`config.mk`:
```
export PLATFORM = sky130hd
export DESIGN_NAME = dsram_like_slave_flat
export DESIGN_NICKNAME = d
export VERILOG_FILES = /design/src/rtl/dsram_like_if.sv /design/src/rtl/dsram_like_slave.sv /design/src/flat_wrapper.sv
export SDC_FILE = /design/constraint.sdc
export NUM_CORES = 1
export LEC_CHECK = 0
export ABC_AREA = 1
export BUFFER_PORTS_ARGS = -buffer_cell sky130_fd_sc_hd__buf_2
export CAP_MARGIN = 10
export CORE_UTILIZATION = 40
export DETAILED_ROUTE_END_ITERATION = 8
export PLACE_DENSITY = 0.86
export SETUP_SLACK_MARGIN = 0.15
export SLEW_MARGIN = 15
export SYNTH_ARGS = -nofsm -noshare
export SYNTH_HDL_FRONTEND = slang
export SYNTH_SLANG_ARGS = --single-unit
```
`constraint.sdc`:
```
create_clock -name clk -period 2.5 [get_ports clk]
set_input_delay 0.125 -clock clk [delete_from_list [all_inputs] [get_ports clk]]
set_output_delay 0.125 -clock clk [all_outputs]
set_load 0.02 [all_outputs]
```
`src/rtl/dsram_like_if.sv`:
```
// Data-side SRAM-like bus: request channel from the master, addr_ok/data_ok back from the slave.
interface dsram_like_if;
    logic        req;
    logic        wr;
    logic [1:0]  size;
    logic [3:0]  wstrb;
    logic [31:0] addr;
    logic [31:0] wdata;
    logic        addr_ok;
    logic        data_ok;
    logic [31:0] rdata;

    modport master (
        output req, wr, size, wstrb, addr, wdata,
        input  addr_ok, data_ok, rdata
    );

    modport slave (
        input  req, wr, size, wstrb, addr, wdata,
        output addr_ok, data_ok, rdata
    );
endinterface

```
`src/rtl/dsram_like_slave.sv`:
```
// SRAM-like bus responder: issues each accepted request to a 1-cycle SRAM and returns
// data_ok/rdata in order, RESP_DELAY cycles after the handshake, with bounded outstanding count.
module dsram_like_slave #(
    parameter int ADDR_W     = 10,
    parameter int RESP_DELAY = 2,
    parameter int MAX_OUTST  = 2
) (
    input  logic              clk,
    input  logic              resetn,
    dsram_like_if.slave       bus,
    input  logic              inhibit,
    output logic              ram_en,
    output logic [3:0]        ram_we,
    output logic [ADDR_W-1:0] ram_addr,
    output logic [31:0]       ram_wdata,
    input  logic [31:0]       ram_rdata
);
    localparam int OW   = $clog2(MAX_OUTST + 1);
    localparam int LAST = RESP_DELAY - 1;

    logic                  rdy_q, rdy_d;
    logic [OW-1:0]         outst_q, outst_d;
    logic [RESP_DELAY-1:0] vld_q, vld_d;
    logic [RESP_DELAY-1:0] wr_q, wr_d;
    logic                  hs;
    logic [31:0]           last_dat;
    logic                  unused_ok;

    // Size is informational and sub-word/high address bits never reach the SRAM.
    assign unused_ok = ^{bus.size, bus.addr[1:0], bus.addr[31:ADDR_W+2]};

    always_comb begin
        rdy_d       = 1'b1;
        bus.addr_ok = rdy_q & ~inhibit & (outst_q < OW'(MAX_OUTST));
        hs          = bus.req & bus.addr_ok;

        ram_en      = hs;
        ram_we      = (hs & bus.wr) ? bus.wstrb : 4'h0;
        ram_addr    = bus.addr[ADDR_W+1:2];
        ram_wdata   = bus.wdata;

        vld_d    = '0;
        wr_d     = '0;
        vld_d[0] = hs;
        wr_d[0]  = bus.wr;
        for (int k = 1; k < RESP_DELAY; k++) begin
            vld_d[k] = vld_q[k-1];
            wr_d[k]  = wr_q[k-1];
        end

        bus.data_ok = vld_q[LAST];
        bus.rdata   = (vld_q[LAST] & ~wr_q[LAST]) ? last_dat : 32'h0;

        outst_d = outst_q;
        case ({hs, bus.data_ok})
            2'b10:   outst_d = outst_q + OW'(1);
            2'b01:   outst_d = outst_q - OW'(1);
            default: outst_d = outst_q;
        endcase
    end

    always_ff @(posedge clk or negedge resetn) begin
        if (!resetn) begin
            rdy_q   <= 1'b0;
            outst_q <= '0;
            vld_q   <= '0;
            wr_q    <= '0;
        end else begin
            rdy_q   <= rdy_d;
            outst_q <= outst_d;
            vld_q   <= vld_d;
            wr_q    <= wr_d;
        end
    end

    generate
        if (RESP_DELAY == 1) begin : g_comb_data
            // Response cycle is the SRAM read cycle, so data comes straight through.
            assign last_dat = ram_rdata;
        end else begin : g_pipe_data
            logic [RESP_DELAY-1:1][31:0] dat_q, dat_d;

            always_comb begin
                dat_d    = '0;
                dat_d[1] = (vld_q[0] & ~wr_q[0]) ? ram_rdata : 32'h0;
                for (int k = 2; k < RESP_DELAY; k++) begin
                    dat_d[k] = dat_q[k-1];
                end
            end

            always_ff @(posedge clk or negedge resetn) begin
                if (!resetn) begin
                    dat_q <= '0;
                end else begin
                    dat_q <= dat_d;
                end
            end

            assign last_dat = dat_q[RESP_DELAY-1];
        end
    endgenerate
endmodule

```
`src/flat_wrapper.sv`:
```
// flat-port wrapper written by rule: the top's interface ports become plain ports
module dsram_like_slave_flat 
#(
    parameter int ADDR_W     = 10,
    parameter int RESP_DELAY = 2,
    parameter int MAX_OUTST  = 2
)
  (clk, resetn, inhibit, ram_en, ram_we, ram_addr, ram_wdata, ram_rdata, bus_req, bus_wr, bus_size, bus_wstrb, bus_addr, bus_wdata, bus_addr_ok, bus_data_ok, bus_rdata);
  dsram_like_if bus_i ();
  input  logic clk;
  input  logic resetn;
  input  logic inhibit;
  output logic ram_en;
  output logic [3:0] ram_we;
  output logic [ADDR_W-1:0] ram_addr;
  output logic [31:0] ram_wdata;
  input  logic [31:0] ram_rdata;
  input wire logic [$bits(bus_i.req)-1:0] bus_req;
  input wire logic [$bits(bus_i.wr)-1:0] bus_wr;
  input wire logic [$bits(bus_i.size)-1:0] bus_size;
  input wire logic [$bits(bus_i.wstrb)-1:0] bus_wstrb;
  input wire logic [$bits(bus_i.addr)-1:0] bus_addr;
  input wire logic [$bits(bus_i.wdata)-1:0] bus_wdata;
  output wire logic [$bits(bus_i.addr_ok)-1:0] bus_addr_ok;
  output wire logic [$bits(bus_i.data_ok)-1:0] bus_data_ok;
  output wire logic [$bits(bus_i.rdata)-1:0] bus_rdata;
  assign bus_i.req = bus_req;
  assign bus_i.wr = bus_wr;
  assign bus_i.size = bus_size;
  assign bus_i.wstrb = bus_wstrb;
  assign bus_i.addr = bus_addr;
  assign bus_i.wdata = bus_wdata;
  assign bus_addr_ok = bus_i.addr_ok;
  assign bus_data_ok = bus_i.data_ok;
  assign bus_rdata = bus_i.rdata;
  dsram_like_slave #(.ADDR_W(ADDR_W), .RESP_DELAY(RESP_DELAY), .MAX_OUTST(MAX_OUTST)) u_core (.clk(clk), .resetn(resetn), .bus(bus_i), .inhibit(inhibit), .ram_en(ram_en), .ram_we(ram_we), .ram_addr(ram_addr), .ram_wdata(ram_wdata), .ram_rdata(ram_rdata));
endmodule
```
==> results of run 1 <==
-- kinds of logic after synthesis --
family / after synthesis / share of synthesized area [%]
xor gates and xnor gates: 1 / 0.425
adders and majority gates: 1 / 0.607
buffers and inverters: 124 / 32.4
DFF: 39 / 47.4
other: 1 / 0.182
and+or+nand+nor: 80 / 19.0
-- flip-flops by register name, summed over array words and instances, names as in the netlist --
| name | flops |
|---|---|
| u_core.g_pipe_data.dat_q | 32 |
| u_core.outst_q | 2 |
| u_core.vld_q | 2 |
| u_core.wr_q | 2 |
| u_core.rdy_q | 1 |
-- Yosys cell counts (2+ instances only) --
library cell / n
nor2_1: 43
nand2_1: 5
nand2_2: 2
inv_2: 3
inv_1: 73
nor2_2: 26
buf_6: 6
buf_4: 42
dfrtp_1: 39
-- layer usage --
layer  vias up  global-route usage (%)  wire [µm]  share of wire, %
li1        699                       -          -                 -
met1       628                    12.7       1330                35
met2        98                    25.9       1940                52
met3         6                    7.82        433                12
met4         0                    3.42         42               1.1
met5         -                       0          0                 0
-- worst paths after layout --
check	to	start	slack [ns]
worst min register to register	u_core.wr_q[1]$_DFF_PN0_	u_core.wr_q[0]$_DFF_PN0_	0.40
max in group asynchronous	u_core.g_pipe_data.dat_q[30]$_DFF_PN0_	resetn	1.47
worst max-delay path	bus_rdata[9]	u_core.wr_q[1]$_DFF_PN0_	0.92
worst min-delay path	u_core.g_pipe_data.dat_q[11]$_DFF_PN0_	ram_rdata[11]	0.05
min in group asynchronous	u_core.rdy_q$_DFF_PN0_	resetn	0.49
worst max register to register	u_core.outst_q[1]$_DFFE_PN0P_	u_core.outst_q[1]$_DFFE_PN0P_	1.10
-- layout by cell type, fill, tap and decap left out, types with 2 or more instances in the layout --
cell type | synthesis | final
inv_2 | 3 | 3
nand2_2 | 2 | 2
inv_1 | 73 | 73
dfrtp_1 | 39 | 39
nand2_1 | 5 | 5
nor2_1 | 43 | 43
buf_2 | 0 | 79
clkbuf_1 | 0 | 2
clkbuf_8 | 0 | 5
nor2_2 | 26 | 26
dlygate4sd3_1 | 0 | 2
-- through the flow --
stage,power (mW),hold WS [ns],std cells
2_1_floorplan,0.897,-0.171,246
3_3_place_gp,0.852,0.250,344
3_5_place_dp,0.860,0.250,344
4_1_cts,1.26,0.0334,354
5_1_grt,1.32,0.0325,354
6_report,1.24,0.0460,354
-- critical path: stages (launching register included) --
cell and delay [ns]:
dfrtp_1 0.36, inv_1 0.06, nand2_2 0.35, nor2_1 0.21, buf_2 0.19
-- final cells by class --
class	count	area, µm²	area share (%)
repair buffers	81	415	18.4
well taps	67	83.8	3.71
clock buffers	7	76.3	3.38
flip-flops and latches	39	976	43.2
clock inverters	1	5.00	0.222
multi-input cells	83	415	18.4
inverters	76	285	12.6
-- repair_timing --
| item | CTS | global route |
|---|---|---|
| buffers inserted | 0 | 0 |
| hold buffers | 2 | 0 |
| endpoints found under the hold margin | 40 | 0 |
-- power groups by stage --
stage          clock (mW)  sequential, mW  combinational [mW]
2_1_floorplan           0           0.697               0.201
3_3_place_gp            0           0.697               0.155
3_5_place_dp            0           0.699               0.161
4_1_cts             0.412           0.687               0.163
5_1_grt             0.444           0.691               0.182
6_report            0.392           0.687               0.160
==> out/results.txt, run 1 <==
Num CTS Buffers -> 5
Clk buf depth -> 2
Final hold vios -> 0
Post-Syn Nets -> 354
IO Count -> 188
Synth Area per Inst -> 8.37 µm²
Final instance area -> 2260 µm²
Dominant cell type by area after synthesis -> dfrtp_1
Arrival @ worst endpoint -> 1.45 ns
Final setup vio count -> 0
Root Driver -> clkbuf_8
Post-cts resize count -> 0
Final Wtd Congestion -> 0.690
Post-Syn Instances -> 246
Die Height -> 73.8 µm
Placed cell area -> 2160 µm²
Full die area -> 5440 µm²
Max FO, Critical Path -> 32
Hold Path Stages -> 3
Seq/Total Area, Yosys -> 47.4%
Crit Path Category -> register to output port
Clock-pin slew on the worst setup and hold paths -> 0.07 ns
Synth cell types -> 16
Area grow syn2layout -> 9.60%
Wire per inst -> 10.6 µm
Sw frac -> 25.4%
Setup TNS -> 0 ns
Aggregate global routing overflow -> 0
Slew headroom -> 43.4%
Post-Syn Area -> 2060 µm²
Fill cells -> 492
Leakage -> 1.34 nW
Die X-Extent -> 73.8 µm
Nets -> 394
WL final -> 3750 µm
RSZ-0062 raised after global routing -> no
Final Util -> 46.6%
Top_reg_cell synth -> dfrtp_1
Comb pwr share -> 12.9%
Dpl ws -> 1.10 ns
Final worst slack -> 0.923 ns
MaxCap Viol Count -> 0
IO buf count -> 79
P per Cell Area -> 549 nW/µm²
Placeable Area -> 4850 µm²
Post-route DRC -> 0
Post-route ant nets -> 0
TritonCTS clock tree -> yes
Drt pass-1 iters -> 3
Top cells by area, synth -> dfrtp_1 47%, buf_4 15%, inv_1 13%, nor2_2 7.9%, nor2_1 7.8%
Outcome -> finished clean
Worst min-delay path class -> input port to register
Sw power -> 0.314 mW
Fin crit period -> 1.58 ns
Starting Density -> 42.5%
Via density -> 4.04
Worst Max-Slew Pin Slew -> 0.850 ns
Ant. Diodes -> 0
Reg power frac -> 55.4%
Detail Placement HPWL -> 2840 µm
CP endpoint kind -> output port
H-tree levels -> 2
Skew final -> 0.00825 ns
Clock sink count -> 39
Max-slew violations -> 0
Cell row count -> 25
Final period utilization -> 63.1%
Yosys reg bits -> 39
Critical Path Start Type -> register
Worst reg2reg path depth -> 9
Largest net degree at the start of global routing -> 40
Worst-Skew Late Latency -> 0.28 ns
First-pass GRT wire length -> 5530 µm
P_int -> 0.924 mW
Async SR Flop Fraction -> 100%
Post-synth top area share -> 47.4%
Initial DRC Count -> 20
Clock Power Share -> 31.7%
Number of global-route vias before repair -> 1278
Post-synth EDFFs -> 0
Via count -> 1431
Synth Warn # -> 0
Highest clock rate -> 634 MHz
Share of cells above drive strength 1 -> 41.1%
Max VDD drop -> 0.000344 V
Global Route Usage Sum -> 13.8%
Initial antenna violation count -> 0
Worst path required time -> 2.38 ns
Note: power is estimated with default switching activity, not from simulation.
==> inputs of run 2 (changes only) <==
--- a/config.mk
+++ b/config.mk
@@ -8,9 +8,9 @@
 export ABC_AREA = 1
 export BUFFER_PORTS_ARGS = -buffer_cell sky130_fd_sc_hd__buf_2
 export CAP_MARGIN = 10
-export CORE_UTILIZATION = 40
+export CORE_UTILIZATION = 34
 export DETAILED_ROUTE_END_ITERATION = 8
-export PLACE_DENSITY = 0.86
+export PLACE_DENSITY = 0.77
 export SETUP_SLACK_MARGIN = 0.15
 export SLEW_MARGIN = 15
 export SYNTH_ARGS = -nofsm -noshare
==> constraint.sdc (replaced) <==
create_clock -name clk -period 1.3 [get_ports clk]
set_input_delay 0.065 -clock clk [delete_from_list [all_inputs] [get_ports clk]]
set_output_delay 0.065 -clock clk [all_outputs]
set_load 0.02 [all_outputs]
==> run 2 against run 1 <==
The flow now finishes with violations (setup timing); critical path depth increased by 4; count of clock-buffer cells in the layout decreased by 1; first-iteration DRC count decreased by 20%; die area increased by 17%; register-to-register slack got worse by 1.1 ns; cell count increased by 12%; via count increased by 14%; final area increased by 37%; sequential power increased by 94%; worst setup slack got worse by 0.95 ns; combinational power increased to 3.4 times the previous value; critical path type is now register to register; critical endpoint is now u_core.outst_q[1]$_DFFE_PN0P_.
==> out/results.txt, run 2 (synthesis results as in run 1) <==
Outcome -> complete, but fails checks
Violations in the final reports -> setup timing
P per Cell Area -> 860 nW/µm²
Num CTS Buffers -> 5
RSZ-0062 raised after global routing -> yes
Final Wtd Congestion -> 0.668
Root Driver -> clkbuf_8
Skew final -> 0.00865 ns
Setup TNS -> -0.0328 ns
Slowest CP cell -> dfrtp_1
Die Height -> 79.8 µm
Via count -> 1627
MaxCap Viol Count -> 0
Die X-Extent -> 79.8 µm
Largest net degree at the start of global routing -> 33
WL final -> 5150 µm
Max stage delay on crit path -> 0.41 ns
First-pass GRT wire length -> 7190 µm
Leading cell type in the layout, fill and taps excluded -> inv_1
Fin crit period -> 1.32 ns
Max VDD drop -> 0.000582 V
Max-slew violations -> 0
Arrival @ worst endpoint -> 1.51 ns
Clk buf depth -> 2
Top reg by flops -> u_core.g_pipe_data.dat_q
Detail Placement HPWL -> 3020 µm
IO Count -> 188
Worst min-delay path class -> input port to register
Clock-pin slew on the worst setup and hold paths -> 0.08 ns
Share of cells above drive strength 1 -> 48.5%
Placeable Area -> 5680 µm²
Wire per inst -> 12.9 µm
Post-route DRC -> 0
TritonCTS clock tree -> yes
Final instance area -> 3100 µm²
CP endpoint kind -> register
Fill cells -> 484
Final worst slack -> -0.0250 ns
Crit-path cells -> nor2_4 -> nand2_1 -> inv_2 -> nand2_4 -> ha_4 -> inv_2 -> nand4_1 -> nand2_1
Clock sink count -> 39
Min Hold Slack -> 0.00899 ns
Highest clock rate -> 755 MHz
Aggregate global routing overflow -> 0
Worst path bufs/invs -> 2
Most frequent cells in the layout -> 71 x inv_1, 41 x buf_2, 39 x dfrtp_1
Largest register FFs -> 32
Via density -> 4.09
Placed cell area -> 2210 µm²
Worst-Skew Late Latency -> 0.28 ns
IO buf count -> 79
Ant. Diodes -> 0
Leakage -> 1.58 nW
Full die area -> 6370 µm²
Final hold vios -> 0
Number of global-route vias before repair -> 1619
Post-route ant nets -> 0
H-tree levels -> 2
Starting Density -> 36.3%
Max FO, Critical Path -> 2
Final Util -> 54.6%
Worst path required time -> 1.48 ns
Global Route Usage Sum -> 15.2%
Nets -> 433
Initial DRC Count -> 16
Area grow syn2layout -> 50.4%
Top delay family on crit path -> flip-flops
Critical Path Start Type -> register
Total Power -> 2.66 mW
Cell row count -> 27
Initial antenna violation count -> 0
Drt pass-1 iters -> 3
Final setup vio count -> 2
Final period utilization -> 102%
Crit Path Category -> register to register
run 2: cell count changes in the layout (fill, tap and decap cells not counted), sizes merged:
cell         delta
buf             +6
clkbuf          +1
clkinvlp        +1
dlygate4sd3    +31
run 2: area by class of cell:
cell class,instances,area [µm²],share of cell area (%)
Clock buffer,6,72.6,2.34
Clock inverter,2,12.5,0.404
Inverter,76,285,9.21
Multi-Input combinational cell,83,594,19.2
Sequential cell,39,976,31.5
Tap cell,72,90.1,2.91
Timing Repair Buffer,120,1070,34.4
run 2: worst paths after layout:
kind                                                    start                                     end  slack (ns)  cells past startpoint
worst min register to register       u_core.wr_q[0]$_DFF_PN0_                u_core.wr_q[1]$_DFF_PN0_        0.40                      0
max in group asynchronous                              resetn  u_core.g_pipe_data.dat_q[13]$_DFF_PN0_        0.57                      3
worst min-delay path                             ram_rdata[2]   u_core.g_pipe_data.dat_q[2]$_DFF_PN0_       0.009                      3
worst max register to register  u_core.outst_q[1]$_DFFE_PN0P_           u_core.outst_q[1]$_DFFE_PN0P_       -0.02                      8
worst max-delay path            u_core.outst_q[1]$_DFFE_PN0P_           u_core.outst_q[1]$_DFFE_PN0P_       -0.02                      8
min in group asynchronous                              resetn  u_core.g_pipe_data.dat_q[21]$_DFF_PN0_        0.26                      2
run 2: per-stage QoR:
step                      setup slack [ns]  cells
after floorplan                     0.0113    246
after global placement              0.0466    352
after detailed placement            0.0182    352
after CTS                           0.0129    395
after global routing                -0.111    398
final                              -0.0250    398
run 2: layer usage:
metal | vias up | track usage (%) | part of all wire (%)
met1 | 742 | 13.1 | 32
met4 | 0 | 5.54 | 2.0
met5 | - | 0 | 0
met2 | 92 | 31.4 | 58
li1 | 777 | - | -
met3 | 16 | 5.03 | 7.8
run 2: worst register-to-register path: cells and delay by family (launching register included):
family / cells / cell delay [ns]
adders and majority gates: 1 / 0.29
and+or+nand+nor: 5 / 0.40
buffers and inverters: 2 / 0.12
DFF: 1 / 0.41
run 2: what timing repair did:
item / 4_1_cts / 5_1_grt
cloned: 0 / 2
hold buffers: 33 / 0
buffers inserted: 2 / 1
gates resized for setup: 46 / 74
pin swaps: 0 / 1
endpoints found under the hold margin: 51 / 0
setup endpoints to repair: 40 / 40
run 2: where the power goes:
part	total (mW)	internal [mW]	leakage [nW]	switching (mW)
clock	0.784	0.375	0.0412	0.409
combinational	0.549	0.279	1.01	0.271
sequential	1.33	1.28	0.531	0.0523
